### config.mk
export PLATFORM = sky130hd
export DESIGN_NAME = flappy_game_ctrl_flat
export DESIGN_NICKNAME = d
export VERILOG_FILES = /design/src/rtl/flappy_game_ctrl_if.sv /design/src/rtl/flappy_game_ctrl.sv /design/src/flat_wrapper.sv
export SDC_FILE = /design/constraint.sdc
export NUM_CORES = 1
export LEC_CHECK = 0
export CAP_MARGIN = 40
export CORE_ASPECT_RATIO = 0.9
export CORE_MARGIN = 2
export CORE_UTILIZATION = 52
export CTS_CLUSTER_DIAMETER = 100
export DETAILED_ROUTE_END_ITERATION = 6
export PLACE_DENSITY = 0.84
export SYNTH_ARGS = -nofsm -noshare
export SYNTH_HDL_FRONTEND = slang
export SYNTH_SLANG_ARGS = --single-unit
### constraint.sdc
create_clock -name clk -period 3.85 [get_ports clk]
set_clock_uncertainty 0.15 [all_clocks]
set_input_delay 0.385 -clock clk [delete_from_list [all_inputs] [get_ports clk]]
set_output_delay 0.385 -clock clk [all_outputs]
set_load 0.005 [all_outputs]
### src/rtl/flappy_game_ctrl_if.sv
// Signal bundle between the game sequencer and its environment (sync unit,
// buttons, graphics generator). slave = sequencer side, master = environment.
interface flappy_if;
    logic [9:0] pixel_x;
    logic [9:0] pixel_y;
    logic [1:0] btn;
    logic       hit;
    logic       pass;
    logic       frame_tick;
    logic       flap;
    logic       gra_still;
    logic       game_reset;
    logic       game_over;
    logic [1:0] lives;
    logic [7:0] score;
    logic [2:0] state;

    modport master (
        output pixel_x, pixel_y, btn, hit, pass,
        input  frame_tick, flap, gra_still, game_reset, game_over, lives, score, state
    );
    modport slave (
        input  pixel_x, pixel_y, btn, hit, pass,
        output frame_tick, flap, gra_still, game_reset, game_over, lives, score, state
    );
endinterface

### src/rtl/flappy_game_ctrl.sv
// Flappy game sequencer: frame tick from the scan position, button
// conditioning, and the idle/play/pause/dying/over state machine with lives and BCD score.
module flappy_game_ctrl #(
    parameter int LIVES       = 3,
    parameter int DIE_FRAMES  = 30,
    parameter int OVER_FRAMES = 120,
    parameter int TICK_Y      = 481
) (
    input  logic    clk,
    input  logic    reset,
    flappy_if.slave bus
);
    typedef enum logic [2:0] {
        IDLE  = 3'd0,
        PLAY  = 3'd1,
        PAUSE = 3'd2,
        DYING = 3'd3,
        OVER  = 3'd4
    } state_t;

    state_t     state;
    logic       scan_hit, scan_hit_d, frame_tick;
    logic [1:0] btn_s1, btn_s2, btn_d, rise;
    logic       flap, gra_still, game_reset, game_over;
    logic [1:0] lives;
    logic [7:0] score, timer;

    // The scan position holds for several clks; only its first clk yields a tick.
    assign scan_hit = (bus.pixel_y == 10'(TICK_Y)) && (bus.pixel_x == 10'd0);
    assign rise     = btn_s2 & ~btn_d;

    function automatic logic [7:0] bcd_inc(input logic [7:0] s);
        if (s[3:0] != 4'd9) return {s[7:4], s[3:0] + 4'd1};
        if (s[7:4] != 4'd9) return {s[7:4] + 4'd1, 4'd0};
        return 8'h00;
    endfunction

    always_ff @(posedge clk or posedge reset) begin
        if (reset) begin
            scan_hit_d <= 1'b0;
            frame_tick <= 1'b0;
            btn_s1     <= 2'b00;
            btn_s2     <= 2'b00;
            btn_d      <= 2'b00;
        end else begin
            scan_hit_d <= scan_hit;
            frame_tick <= scan_hit & ~scan_hit_d;
            btn_s1     <= bus.btn;
            btn_s2     <= btn_s1;
            btn_d      <= btn_s2;
        end
    end

    always_ff @(posedge clk or posedge reset) begin
        if (reset) begin
            state      <= IDLE;
            lives      <= 2'(LIVES);
            score      <= 8'h00;
            timer      <= 8'd0;
            flap       <= 1'b0;
            game_reset <= 1'b0;
            gra_still  <= 1'b1;
            game_over  <= 1'b0;
        end else begin
            game_reset <= 1'b0;
            flap       <= rise[0] && (state == PLAY);
            // Free-running tick count; entry into DYING/OVER reloads it below.
            if (frame_tick) timer <= timer + 8'd1;
            case (state)
                IDLE: if (rise[1]) begin
                    lives      <= 2'(LIVES);
                    score      <= 8'h00;
                    game_reset <= 1'b1;
                    gra_still  <= 1'b0;
                    state      <= PLAY;
                end
                PLAY: begin
                    if (bus.hit) begin
                        timer     <= 8'd0;
                        gra_still <= 1'b1;
                        state     <= DYING;
                    end else begin
                        if (rise[1]) begin
                            gra_still <= 1'b1;
                            state     <= PAUSE;
                        end
                        if (bus.pass) score <= bcd_inc(score);
                    end
                end
                PAUSE: if (rise[1]) begin
                    gra_still <= 1'b0;
                    state     <= PLAY;
                end
                DYING: if (frame_tick && timer == 8'(DIE_FRAMES - 1)) begin
                    lives <= lives - 2'd1;
                    if (lives == 2'd1) begin
                        timer     <= 8'd0;
                        game_over <= 1'b1;
                        state     <= OVER;
                    end else begin
                        game_reset <= 1'b1;
                        gra_still  <= 1'b0;
                        state      <= PLAY;
                    end
                end
                OVER: if (frame_tick && timer == 8'(OVER_FRAMES - 1)) begin
                    game_over <= 1'b0;
                    state     <= IDLE;
                end
                default: begin
                    gra_still <= 1'b1;
                    game_over <= 1'b0;
                    state     <= IDLE;
                end
            endcase
        end
    end

    assign bus.frame_tick = frame_tick;
    assign bus.flap       = flap;
    assign bus.gra_still  = gra_still;
    assign bus.game_reset = game_reset;
    assign bus.game_over  = game_over;
    assign bus.lives      = lives;
    assign bus.score      = score;
    assign bus.state      = state;
endmodule

### src/flat_wrapper.sv
// flat-port wrapper written by rule: the top's interface ports become plain ports
module flappy_game_ctrl_flat 
#(
    parameter int LIVES       = 3,
    parameter int DIE_FRAMES  = 30,
    parameter int OVER_FRAMES = 120,
    parameter int TICK_Y      = 481
)
  (clk, reset, bus_pixel_x, bus_pixel_y, bus_btn, bus_hit, bus_pass, bus_frame_tick, bus_flap, bus_gra_still, bus_game_reset, bus_game_over, bus_lives, bus_score, bus_state);
  flappy_if bus_i ();
  input  logic clk;
  input  logic reset;
  input wire logic [$bits(bus_i.pixel_x)-1:0] bus_pixel_x;
  input wire logic [$bits(bus_i.pixel_y)-1:0] bus_pixel_y;
  input wire logic [$bits(bus_i.btn)-1:0] bus_btn;
  input wire logic [$bits(bus_i.hit)-1:0] bus_hit;
  input wire logic [$bits(bus_i.pass)-1:0] bus_pass;
  output wire logic [$bits(bus_i.frame_tick)-1:0] bus_frame_tick;
  output wire logic [$bits(bus_i.flap)-1:0] bus_flap;
  output wire logic [$bits(bus_i.gra_still)-1:0] bus_gra_still;
  output wire logic [$bits(bus_i.game_reset)-1:0] bus_game_reset;
  output wire logic [$bits(bus_i.game_over)-1:0] bus_game_over;
  output wire logic [$bits(bus_i.lives)-1:0] bus_lives;
  output wire logic [$bits(bus_i.score)-1:0] bus_score;
  output wire logic [$bits(bus_i.state)-1:0] bus_state;
  assign bus_i.pixel_x = bus_pixel_x;
  assign bus_i.pixel_y = bus_pixel_y;
  assign bus_i.btn = bus_btn;
  assign bus_i.hit = bus_hit;
  assign bus_i.pass = bus_pass;
  assign bus_frame_tick = bus_i.frame_tick;
  assign bus_flap = bus_i.flap;
  assign bus_gra_still = bus_i.gra_still;
  assign bus_game_reset = bus_i.game_reset;
  assign bus_game_over = bus_i.game_over;
  assign bus_lives = bus_i.lives;
  assign bus_score = bus_i.score;
  assign bus_state = bus_i.state;
  flappy_game_ctrl #(.LIVES(LIVES), .DIE_FRAMES(DIE_FRAMES), .OVER_FRAMES(OVER_FRAMES), .TICK_Y(TICK_Y)) u_core (.clk(clk), .reset(reset), .bus(bus_i));
endmodule
==> results of run 1 <==
## kinds of logic after synthesis
group | Yosys count | share of synthesized area, %
and+or+nand+nor | 70 | 25.6
DFF | 33 | 47.2
AOI/OAI and AO/OA | 28 | 13.0
buffers and inverters | 13 | 3.35
xor gates and xnor gates | 9 | 4.49
adders and majority gates | 7 | 4.99
muxes | 2 | 1.28
## stage by stage
step	util [%]	power, mW	std cells	hold slack (ps)
after floorplan	-	0.643	162	181
after global placement	67.2	0.761	245	184
after detailed placement	67.2	0.776	245	195
after CTS	69.8	1.03	252	208
after global routing	69.8	1.10	252	209
final	69.8	1.02	252	206
## worst max path at each step
stage                         from                   to  depth (start not counted)
3_5_place_dp               bus_hit  u_core.bus.score[5]                          5
3_3_place_gp               bus_hit  u_core.bus.score[4]                          5
2_1_floorplan  u_core.bus.score[1]  u_core.bus.score[4]                          6
5_1_grt        u_core.bus.state[2]         bus_state[2]                          1
4_1_cts        u_core.bus.state[2]         bus_state[2]                          1
6_report       u_core.bus.state[2]         bus_state[2]                          1
## routing by layer
metal / vias to the layer above / global-route usage [%]
li1: 680 / -
met2: 53 / 39.1
met1: 692 / 24.9
met5: - / 0
met3: 4 / 7.98
met4: 0 / 6.25
## power breakdown
| part | leakage [nW] | switching (mW) | internal (mW) |
|---|---|---|---|
| clock network | 0.0443 | 0.111 | 0.141 |
| registers | 0.426 | 0.0651 | 0.395 |
| logic | 0.509 | 0.134 | 0.177 |
## sequential cells by signal, summed over array words and instances, names as in the netlist, 2 cells and up
name              flops
u_core.bus.lives      2
u_core.bus.score      8
u_core.timer          8
u_core.btn_s1         2
u_core.bus.state      3
u_core.btn_d          2
u_core.btn_s2         2
## worst register-to-register path, stage by stage (launching register included)
cell,delay (ps)
dfrtp_1,540
nor3b_2,430
a21oi_1,140
nor3_4,230
mux2_2,380
## cell usage after synthesis, types with 3 or more instances
| cell type | count |
|---|---|
| dfrtp_1 | 30 |
| nor2_1 | 17 |
| nand2_1 | 11 |
| inv_1 | 8 |
| xor2_1 | 8 |
| ha_1 | 7 |
| nand3_1 | 5 |
| nand2b_1 | 4 |
| nand4_1 | 4 |
| a21oi_1 | 3 |
| and2_1 | 3 |
| and3_1 | 3 |
| dfstp_2 | 3 |
| nor4b_1 | 3 |
| o21ai_0 | 3 |
| o221ai_1 | 3 |
| o31ai_1 | 3 |
## layout make-up
type / count / area (µm²)
Clock buffer: 7 / 86.3
Fill cell: 265 / 996
Inverter: 8 / 30.0
Multi-Input combinational cell: 116 / 868
Sequential cell: 33 / 830
Tap cell: 44 / 55.1
Timing Repair Buffer: 44 / 438
==> flow_summary.ini, run 1 <==
[status]
status = completed

[setup_path]
cp_max_fo = 16
path_cells = clkdlybuf4s50_1
required_ps = 3310
worstSetupPathType = register to output port
critPathCaptureType = output port
r2r_start = u_core.bus.state[0]
cpLargestDelayFamily = flip-flops
cp_slowest_stage_delay_ps = 710
crit_arrival_ps = 1630
path_buf_inv = 1
rrSetupSlack_ps = 1860
slowest_stage = dfrtp_1
timing.rr.end = u_core.bus.score[5]
reg2regPathDepth = 4
cp-start-kind = register

[synth]
synth_area_leaders = dfrtp_1, ha_1, dfstp_2
ys_ff_latch = 33
syn_area_per_cell_um2 = 10.8
synth_area_leader_cell = dfrtp_1
synth_top_flop_cell = dfrtp_1
synthesis.area_um2 = 1760
ys_warn_count = 0
yosysUniqueCellTypes = 55
synth-edff-count = 0
syn_nets = 195
ys_seq_area_share_pct = 47.2
yosysTopAreaCellShare_pct = 42.7
async_reset_ff_share_pct = 100
syn-instance-count = 162

[cells_and_area]
final_nets = 241
area_growth_pct = 31.3
post_route_cells_drive_above_1_share_pct = 10.1
fin_area_um2 = 2310
layout_commonest_cell = clkdlybuf4s50_1
n_antenna_cell = 0
mostFrequentLayoutCells = clkdlybuf4s50_1, dfrtp_1, nor2_1, nand2_1

[floorplan]
ioPinCount = 44
placementRows = 20
core_area_um2 = 3300
die_area_um2 = 3860
die_w_um = 65.3
die_h_um = 59.1
initial_core_util_pct = 53.2

[cts]
cts_max_level = 2
cts_buffers = 5
cts_resized = 0
cts_root_buf = clkbuf_8
cts_setup_buffers = 0
cts_sinks = 33
clock_path_buffers = 2
path_clk_slew_ps = 60
cts_hold_buf = 0
clock_latency_ps = 280
cts_tree = built

[drt]
highest_layer = met4
met2_length_mm = 1.89
drt-initial-drc-count = 106
vias = 1429
totalWireLength_mm = 3.64
drt-met1-wl_mm = 1.47
drc_errors = 0
ant_nets = 0
via_per_inst = 5.67
drt_pass1_iterations = 4
routedWlPerCell_um = 14.4
dr_wl_met3_um = 264

[min_path]
hold_depth = 0
hold_start = u_core.btn_s1[0]
hold_path_end = u_core.btn_s2[0]
hold_path.class = register to register

[timing]
fin_crit_ps = 2160
final_max_slew_viol_count = 0
relSlewSlack_pct = 61.1
tns_ps = 0
period_share_pct = 56.2
tightest_slew_ps = 583
postLayoutSetupSlackWorst_ps = 1690
clock.fmax_mhz = 462
finalSetupViolCount = 0
timing.final.hold_violations = 0
grt_setup_unrepaired = no

[global_route]
overflow = 0
grt_pass1_vias = 1457
track_usage_pct = 21.9
grt_pass1_wl_mm = 6.37
grt_max_degree = 34
antenna_found_initial = 0

[place]
place_area_um2 = 2220
dp_hpwl_mm = 2.81
port-buffer-count = 43
globalplace.congestion = 0.794
place_ws_ps = 1670

[power_and_ir_drop]
power.leakage_nw = 0.979
power_density_nw_per_um2 = 444
ir_drop_mv = 0.286

[run]
maxCapViolations = 0
(Power assumes the default switching activity.)
==> run 2, diff against run 1 <==
--- a/config.mk
+++ b/config.mk
@@ -8,10 +8,10 @@
 export CAP_MARGIN = 40
 export CORE_ASPECT_RATIO = 0.9
 export CORE_MARGIN = 2
-export CORE_UTILIZATION = 52
+export CORE_UTILIZATION = 44
 export CTS_CLUSTER_DIAMETER = 100
 export DETAILED_ROUTE_END_ITERATION = 6
-export PLACE_DENSITY = 0.84
+export PLACE_DENSITY = 0.76
 export SYNTH_ARGS = -nofsm -noshare
 export SYNTH_HDL_FRONTEND = slang
 export SYNTH_SLANG_ARGS = --single-unit
==> constraint.sdc (replaced) <==
create_clock -name clk -period 1.8 [get_ports clk]
set_clock_uncertainty 0.15 [all_clocks]
set_input_delay 0.18 -clock clk [delete_from_list [all_inputs] [get_ports clk]]
set_output_delay 0.18 -clock clk [all_outputs]
set_load 0.005 [all_outputs]
==> run 2 against run 1 <==
  * Core utilization shrank 2.6 points
  * Register-to-register slack worse by 1800 ps
  * Setup slack got worse by 1600 ps
  * Via count rose by 2.9%
  * Flip-flop and latch count unchanged
  * Largest power group unchanged
  * First-iteration DRC count rose by 5.7%
  * Critical path depth increased by 5
  * Count of clock-buffer cells in the layout is the same
  * Global-route usage is 2.2 points lower
==> flow_summary.ini, run 2 (synthesized netlist as in run 1, its figures left out) <==
[status]
status = completed

[cts]
cts_max_level = 2
path_clk_slew_ps = 70
clock_latency_ps = 280
clock_path_buffers = 2
cts_sinks = 33
cts_buffers = 5
cts_root_buf = clkbuf_8
cts_tree = built

[drt]
vias = 1471
met2_length_mm = 2.00
routedWlPerCell_um = 14.9
drt-initial-drc-count = 112
ant_nets = 0
via_per_inst = 5.35
drt_pass1_iterations = 4
drt-met1-wl_mm = 1.83
dr_wl_met3_um = 203
drc_errors = 0
highest_layer = met4
totalWireLength_mm = 4.09

[place]
globalplace.congestion = 0.852
port-buffer-count = 43
dp_cells = 263
dp_hpwl_mm = 3.02

[floorplan]
die_area_um2 = 4510
placementRows = 21
core_area_um2 = 3780
die_w_um = 70.6
ioPinCount = 44
die_h_um = 63.9
initial_core_util_pct = 46.4

[global_route]
antenna_found_initial = 0
grt_pass1_vias = 1532
grt_pass1_wl_mm = 7.00
grt_max_degree = 34
track_usage_pct = 19.7
overflow = 0

[setup_path]
cp-start-kind = register
required_ps = 1820
crit_arrival_ps = 1780
cp_max_fo = 4
worstSetupPathType = register to register
critPathCaptureType = register

[run]
maxCapViolations = 0

[min_path]
hold_path.class = primary input to asynchronous set/reset pin

[power_and_ir_drop]
power_density_nw_per_um2 = 945
power.leakage_nw = 1.10
power.total_mw = 2.40
ir_drop_mv = 0.500

[cells_and_area]
fillers = 282
reg.largest.list = u_core.bus.score: 8 flops, u_core.timer: 8 flops, u_core.bus.state: 3 flops
final_cells = 275
final_nets = 262
post_route_cells_drive_above_1_share_pct = 23.6
layout_commonest_cell = clkdlybuf4s50_1
mostFrequentLayoutCells = clkdlybuf4s50_1, dfrtp_1, buf_4, nor2_1, nand2_1
area_growth_pct = 44.9
n_antenna_cell = 0

[timing]
grt_setup_unrepaired = yes
timing.final.hold_violations = 0
relSlewSlack_pct = 72.6
finalSetupViolCount = 0
period_share_pct = 97.7
clock.fmax_mhz = 568
tightest_slew_ps = 411
tns_ps = 0
fin_crit_ps = 1760
final_max_slew_viol_count = 0
## run 2: changes by cell type in the layout (fill, tap and decap cells not counted), sizes merged
| cell | before | now |
|---|---|---|
| buf | 1 | 22 |
## run 2: critical path: stages, from the launching register on
cell and delay [ps]:
dfrtp_1 380, inv_1 50, ha_1 130, and3b_2 230
a21oi_4 80, nor3_4 290, mux2_4 330
## run 2: final timing paths
check | start | end | slack [ps] | cells after the start
min in group clk | u_core.btn_s1[0] | u_core.btn_s2[0] | 200 | 0
worst max-delay path | u_core.bus.score[1] | u_core.bus.score[4] | 40 | 6
worst min register to register | u_core.btn_s1[0] | u_core.btn_s2[0] | 200 | 0
worst max register to register | u_core.bus.score[1] | u_core.bus.score[4] | 40 | 6
max in group asynchronous | reset | u_core.bus.lives[1] | 1040 | 3
worst min-delay path | reset | u_core.bus.frame_tick | 130 | 3
## run 2: layout make-up
class                           instances  area [µm²]  area share, %
Multi-Input combinational cell        116         931           36.6
Tap cell                               46        57.6           2.26
Timing Repair Buffer                   65         608           23.9
Sequential cell                        33         832           32.7
Clock buffer                            7        86.3           3.39
Inverter                                8        30.0           1.18
## run 2: report_power, final
part / internal, mW / total, mW / switching (mW)
clock network: 0.303 / 0.565 / 0.262
logic: 0.497 / 0.885 / 0.388
registers: 0.850 / 0.954 / 0.103
total: 1.65 / 2.40 / 0.754
## run 2: layer usage
| metal | up-vias | track usage [%] |
|---|---|---|
| li1 | 723 | - |
| met4 | 0 | 6.60 |
| met3 | 6 | 6.15 |
| met2 | 46 | 32.0 |
| met1 | 696 | 25.2 |
| met5 | - | 0 |
## run 2: timing repair
action / CTS / global route
buffers inserted: 0 / 5
endpoints found under the setup margin: 2 / 15
resized for setup: 1 / 14
pin swaps: 1 / 5
hold buffers: 0 / 0
## run 2: through the flow
stage	area (µm²)	util, %	hold slack, ps	setup slack (ps)
floorplan	1760	-	61.4	57.0
global placement	2340	61.9	185	-22.4
detailed placement	2340	61.9	198	-116
CTS	2430	64.3	145	19.5
global route	2540	67.3	167	-44.8
finish	2540	67.3	130	40.9
